--- src/rtl/comm_pkg.sv ---
// rtl/comm_pkg.sv - shared FSM states, frame constants and parity helper for communication_send
package comm_pkg;

    typedef enum logic [2:0] {
        IDLE,
        LEAD,
        START,
        DATA,
        PARITY,
        STOP,
        WAIT_ACK
    } state_t;

    localparam logic START_BIT = 1'b0;
    localparam logic STOP_BIT  = 1'b1;
    localparam int   DATA_BITS = 8;

    function automatic logic even_parity(input logic [DATA_BITS-1:0] d);
        return ^d;
    endfunction

endpackage

--- src/rtl/comm_bitclk_gen.sv ---
// rtl/comm_bitclk_gen.sv - free-running bit clock (freq) with a one-cycle falling-edge tick
module comm_bitclk_gen #(
    parameter int CLK_DIV = 4
) (
    input  logic clk1,
    input  logic rst_n,
    output logic freq,
    output logic fall_tick
);

    logic [7:0] div_cnt;
    logic       div_end;

    assign div_end   = (div_cnt == 8'(CLK_DIV - 1));
    // High on the cycle whose closing edge drives freq 1->0, so state moves with that edge
    assign fall_tick = freq & div_end;

    always_ff @(posedge clk1) begin
        if (!rst_n) begin
            div_cnt <= '0;
            freq    <= 1'b0;
        end else if (div_end) begin
            div_cnt <= '0;
            freq    <= ~freq;
        end else begin
            div_cnt <= div_cnt + 8'd1;
        end
    end

endmodule

--- src/rtl/communication_send.sv ---
// rtl/communication_send.sv - framed serial byte sender; COMM_SEND_ACK_WAIT_EN adds ack wait/timeout
module communication_send
    import comm_pkg::*;
#(
    parameter int CLK_DIV     = 4,
    parameter int STOP_BITS   = 3,
    parameter int ACK_TIMEOUT = 255
) (
    input  logic       clk1,
    input  logic       rst_n,
    input  logic [7:0] in_data,
    input  logic       send_req,
    output logic       ready,
    input  logic       ack,
    output logic       send_data,
    output logic       freq,
    output logic       rec_en,
    output logic       frame_done,
    output logic       ack_err
);

    logic                 fall_tick;
    state_t               state_q, state_d;
    logic                 pend_q, pend_d;
    logic [DATA_BITS-1:0] data_q, data_d;
    logic [2:0]           bit_idx_q, bit_idx_d;
    logic [7:0]           cnt_q, cnt_d;
    logic                 send_d, rec_en_d, ready_d, frame_done_d;

    comm_bitclk_gen #(.CLK_DIV(CLK_DIV)) u_bitclk (
        .clk1      (clk1),
        .rst_n     (rst_n),
        .freq      (freq),
        .fall_tick (fall_tick)
    );

`ifdef COMM_SEND_ACK_WAIT_EN
    logic [2:0] ack_sync;
    logic       ack_rise;
    logic       ack_err_d;

    assign ack_rise = ack_sync[1] & ~ack_sync[2];

    always_ff @(posedge clk1) begin
        if (!rst_n) begin
            ack_sync <= '0;
            ack_err  <= 1'b0;
        end else begin
            ack_sync <= {ack_sync[1:0], ack};
            ack_err  <= ack_err_d;
        end
    end
`else
    logic unused_cfg;
    assign unused_cfg = ack ^ (ACK_TIMEOUT == 0);
    assign ack_err    = 1'b0;
`endif

    always_comb begin
        state_d      = state_q;
        pend_d       = pend_q;
        data_d       = data_q;
        bit_idx_d    = bit_idx_q;
        cnt_d        = cnt_q;
        send_d       = send_data;
        rec_en_d     = rec_en;
        frame_done_d = 1'b0;
`ifdef COMM_SEND_ACK_WAIT_EN
        ack_err_d    = 1'b0;
`endif
        // ready is only ever high in IDLE with nothing pending, so this cannot overlap a frame
        if (send_req && ready) begin
            pend_d = 1'b1;
            data_d = in_data;
        end
        case (state_q)
            IDLE: if (fall_tick && pend_q) begin
                state_d  = LEAD;
                pend_d   = 1'b0;
                send_d   = STOP_BIT;
                rec_en_d = 1'b1;
            end
            LEAD: if (fall_tick) begin
                state_d = START;
                send_d  = START_BIT;
            end
            START: if (fall_tick) begin
                state_d   = DATA;
                send_d    = data_q[0];
                bit_idx_d = 3'd0;
            end
            DATA: if (fall_tick) begin
                if (bit_idx_q == 3'(DATA_BITS - 1)) begin
                    state_d   = PARITY;
                    send_d    = even_parity(data_q);
                    bit_idx_d = 3'd0;
                end else begin
                    bit_idx_d = bit_idx_q + 3'd1;
                    send_d    = data_q[bit_idx_q + 3'd1];
                end
            end
            PARITY: if (fall_tick) begin
                state_d = STOP;
                send_d  = STOP_BIT;
                cnt_d   = '0;
            end
            STOP: if (fall_tick) begin
                if (cnt_q == 8'(STOP_BITS - 1)) begin
                    rec_en_d     = 1'b0;
                    frame_done_d = 1'b1;
                    cnt_d        = '0;
`ifdef COMM_SEND_ACK_WAIT_EN
                    state_d      = WAIT_ACK;
`else
                    state_d      = IDLE;
`endif
                end else begin
                    cnt_d = cnt_q + 8'd1;
                end
            end
`ifdef COMM_SEND_ACK_WAIT_EN
            // An ack edge wins over a timeout landing in the same cycle
            WAIT_ACK: if (ack_rise) begin
                state_d = IDLE;
                cnt_d   = '0;
            end else if (fall_tick) begin
                if (cnt_q == 8'(ACK_TIMEOUT - 1)) begin
                    state_d   = IDLE;
                    ack_err_d = 1'b1;
                    cnt_d     = '0;
                end else begin
                    cnt_d = cnt_q + 8'd1;
                end
            end
`endif
            default: state_d = IDLE;
        endcase
        ready_d = (state_d == IDLE) && !pend_d;
    end

    always_ff @(posedge clk1) begin
        if (!rst_n) begin
            state_q    <= IDLE;
            pend_q     <= 1'b0;
            data_q     <= '0;
            bit_idx_q  <= '0;
            cnt_q      <= '0;
            send_data  <= STOP_BIT;
            rec_en     <= 1'b0;
            ready      <= 1'b0;
            frame_done <= 1'b0;
        end else begin
            state_q    <= state_d;
            pend_q     <= pend_d;
            data_q     <= data_d;
            bit_idx_q  <= bit_idx_d;
            cnt_q      <= cnt_d;
            send_data  <= send_d;
            rec_en     <= rec_en_d;
            ready      <= ready_d;
            frame_done <= frame_done_d;
        end
    end

endmodule

--- config.mk ---
export PLATFORM = sky130hd
export DESIGN_NAME = communication_send
export DESIGN_NICKNAME = d
export VERILOG_FILES = /design/src/rtl/comm_pkg.sv /design/src/rtl/comm_bitclk_gen.sv /design/src/rtl/communication_send.sv
export SDC_FILE = /design/constraint.sdc
export NUM_CORES = 1
export LEC_CHECK = 0
export ABC_AREA = 1
export CORE_ASPECT_RATIO = 1.25
export CORE_UTILIZATION = 56
export DETAILED_ROUTE_END_ITERATION = 16
export GPL_TIMING_DRIVEN = 1
export PLACE_DENSITY = 0.9
export SYNTH_ARGS = -nofsm -noshare
export SYNTH_HDL_FRONTEND = slang
export SYNTH_SLANG_ARGS = --single-unit
--- constraint.sdc ---
create_clock -name clk1 -period 1.78 [get_ports clk1]
set_input_delay 0.356 -clock clk1 [delete_from_list [all_inputs] [get_ports clk1]]
set_output_delay 0.356 -clock clk1 [all_outputs]
set_load 0.02 [all_outputs]
==> summary.md <==
| Metric | Value |
|---|---|
| Drt wl/cell | 12.5 um |
| IO buf count | 15 |
| CTS Buf Count | 5 |
| Final Util | 0.713 |
| Worst Hold End | u_bitclk.div_cnt[3]$_SDFF_PP0_ |
| Sequential share of the synthesized area | 0.371 |
| CP max stage delay | 0.36 ns |
| GRT Total Usage | 0.268 |
| Largest cells by area after synthesis | dfxtp_1, nand2_1, nor2_1 |
| Slew Limit Fails | 0 |
| Vias in the first global route | 1729 |
| Total gr overflow | 0 |
| Placed Area | 2170 sq um |
| Hpwl dp | 3.14 mm |
| CTS tree | built |
| Final setup viols | 0 |
| CTS clk-pin slew, worst paths | 0.08 ns |
| Initial antenna violation count | 0 |
| Top_reg_cell synth | dfxtp_1 |
| Site Rows | 23 |
| Fmax | 0.597 GHz |
| Die Width | 54.7 um |
| Vias/cell | 5.57 |
| Post-Syn Area | 1940 sq um |
| Worst reg-to-reg path cell count | 8 |
| Leak pwr | 1.02 nW |
| Full die area | 3710 sq um |
| Cell breakdown of the critical path | ha_1 > nand2_2 > nor3_4 > buf_4 > buf_4 > or2_2 > a21oi_1 > o21a_1 |
| Setup TNS | 0 ns |
| Hold Crit Class | reg -> reg |
| I/O pin count | 18 |
| Pin count of the biggest net entering global routing | 18 |
| CTS Hold Bufs | 0 |
| Critical Path RT | 2.03 ns |
| Via count | 2029 |
| Skew-Pair Late Insertion Delay | 0.30 ns |
| Die Y | 67.8 um |
| Post-synth EDFFs | 0 |
| Routability cong. | 0.917 |
| Clk sinks | 36 |
| Minimum clock period | 1.68 ns |
| Hold Fails Final Rpt | 0 |
| Area growth syn-to-layout | 19.3% |
| Max Cap Violations | 0 |
| Syn nets | 317 |
| Ys async rst share | 0 |
| Critical path's top delay family | simple AND/OR/NAND/NOR gates |
| Initial Util | 0.597 |
| Cell depth of the worst hold path | 2 |
| Core area | 3250 sq um |
| Layout Cell Area excl Fill | 2320 sq um |
| Max rail drop VDD | 695 uV |
| N_diodes | 0 |
| First-pass GRT wire length | 7.14 mm |
| Status | finished clean |
| Synth warn | 0 |
| H-Tree Depth | 2 |
| Crit path DAT | 1.93 ns |
| Hold_ws | 0.481 ns |
| NumNets Final | 343 |
| CP most frequent cell | buf_4 |
| Hold_sp | u_bitclk.div_cnt[3]$_SDFF_PP0_ |
| CP startpoint kind | flop |
| Post-Route WL | 4.55 mm |
| Crit-path max FO | 8 |
| Post-Synthesis Cells | 300 |
| Setup Skew | 0.00927 ns |
| Clk buf depth | 2 |
| Fraction of layout cells with a size suffix above 1 | 0.104 |
| Synthesized area per cell | 6.47 sq um |
| Root Driver | clkbuf_8 |
| RR Startpoint | u_bitclk.div_cnt[0]$_SDFF_PP0_ |
| 1st-iter DRT viols | 82 |
| Top cell type's share of synthesized area | 0.371 |
| #FFs+latches synth | 36 |
| Crit share post-route | 0.941 |
| RSZ-0062 raised after global routing | false |
| Drt first pass iters | 5 |
| R2r setup slk | 0.10 ns |
| Residual DRC | 0 |
| Slowest-stage cell, CP | or2_2 |
| Buf/Inv on CP | 2 |
| ANT nets after route | 0 |
| Worst setup EP type | flop |
| Pwr/cell area | 810 nW/um^2 |
| Synth cell types | 32 |
| Setup Crit Path Kind | reg -> reg |
| Area leader, netlist | dfxtp_1 |
| Fillers | 284 |
| Reg-to-reg critical path endpoint | u_bitclk.div_cnt[7]$_SDFF_PP0_ |
-- placed cells by master (no fill, tap or decap), drive strengths merged, types with 7 or more instances in the layout --
master,count
nand2,87
inv,40
nor2,38
dfxtp,36
a21oi,23
nand3,23
o21ai,22
clkdlybuf4s50,15
buf,8
clkbuf,7
-- layout make-up --
class,instances,area [sq um],share of cell area
Clock buffer,7,96.3,0.0416
Clock inverter,1,30.0,0.0130
Inverter,40,153,0.0659
Multi-Input combinational cell,220,1060,0.458
Sequential cell,36,721,0.311
Tap cell,37,46.3,0.0200
Timing Repair Buffer,23,210,0.0907
-- Yosys cell counts, types with 4 or more instances --
library cell	number
nand2_1	82
nor2_1	37
dfxtp_1	36
inv_1	33
a21oi_1	23
nand3_1	23
o21ai_0	21
inv_2	7
ha_1	5
nand4_1	4
nor3_1	4
-- layer usage --
layer,vias up,share of wire,GRT usage
met2,90,0.51,0.465
met4,0,0.028,0.125
met3,21,0.066,0.0644
met5,-,0,0
li1,1012,-,-
met1,906,0.40,0.296
-- worst min-delay path, delay by kind of cell, from the launching register on --
| family | cells | cell delay (ns) |
|---|---|---|
| AOI/OAI and AO/OA | 1 | 0.05 |
| DFF | 1 | 0.32 |
| and+or+nand+nor | 1 | 0.06 |
-- through the flow --
step / power, mW / instances / setup slack [ns]
6_report: 1.88 / 364 / 0.105
5_1_grt: 1.95 / 364 / 0.00151
4_1_cts: 1.88 / 362 / 0.106
3_5_place_dp: 1.08 / 354 / 0.124
3_3_place_gp: 1.07 / 354 / 0.207
2_1_floorplan: 1.00 / 300 / 0.199
-- state kept, by name (all words and copies together) (netlist names) --
| register | cells |
|---|---|
| send_data | 1 |
| cnt_q | 8 |
| data_q | 8 |
| u_bitclk.freq | 1 |
| rec_en | 1 |
| frame_done | 1 |
| u_bitclk.div_cnt | 8 |
| ready | 1 |
| state_q | 3 |
| bit_idx_q | 3 |
| pend_q | 1 |
-- worst max path at each step --
| stage | from | end | slack, ns | cells after the start |
|---|---|---|---|---|
| 2_1_floorplan | u_bitclk.div_cnt[0]$_SDFF_PP0_ | state_q[0]$_SDFF_PN0_ | 0.20 | 8 |
| 3_3_place_gp | u_bitclk.div_cnt[0]$_SDFF_PP0_ | state_q[0]$_SDFF_PN0_ | 0.21 | 8 |
| 3_5_place_dp | u_bitclk.div_cnt[1]$_SDFF_PP0_ | state_q[0]$_SDFF_PN0_ | 0.12 | 8 |
| 4_1_cts | u_bitclk.div_cnt[1]$_SDFF_PP0_ | state_q[0]$_SDFF_PN0_ | 0.11 | 8 |
| 5_1_grt | u_bitclk.div_cnt[1]$_SDFF_PP0_ | cnt_q[5]$_SDFFE_PN0P_ | 0.002 | 10 |
| 6_report | u_bitclk.div_cnt[0]$_SDFF_PP0_ | u_bitclk.div_cnt[7]$_SDFF_PP0_ | 0.10 | 8 |
-- logic make-up (layout without fill, tap and decap cells) --
family,Yosys count,count (layout),share of synthesized area
AND/OR/NAND/NOR,161,162,0.363
AO/OA/AOI/OAI,51,51,0.137
buffers and inverters,45,71,0.0896
other,1,1,0.00193
flip-flops,36,36,0.371
XOR/XNOR,1,1,0.00451
adder cells (fa/ha/maj),5,5,0.0322
-- report_power, final --
group | internal, mW | leakage, nW | switching (mW)
clock | 0.494 | 0.0645 | 0.309
combinational | 0.0932 | 0.663 | 0.126
sequential | 0.833 | 0.292 | 0.0210
-- timing repair --
| item | CTS | global route |
|---|---|---|
| gates resized for setup | 0 | 5 |
| buffers inserted | 0 | 1 |
| endpoints found under the setup margin | 0 | 5 |
Power figures use the tool's default switching activity.
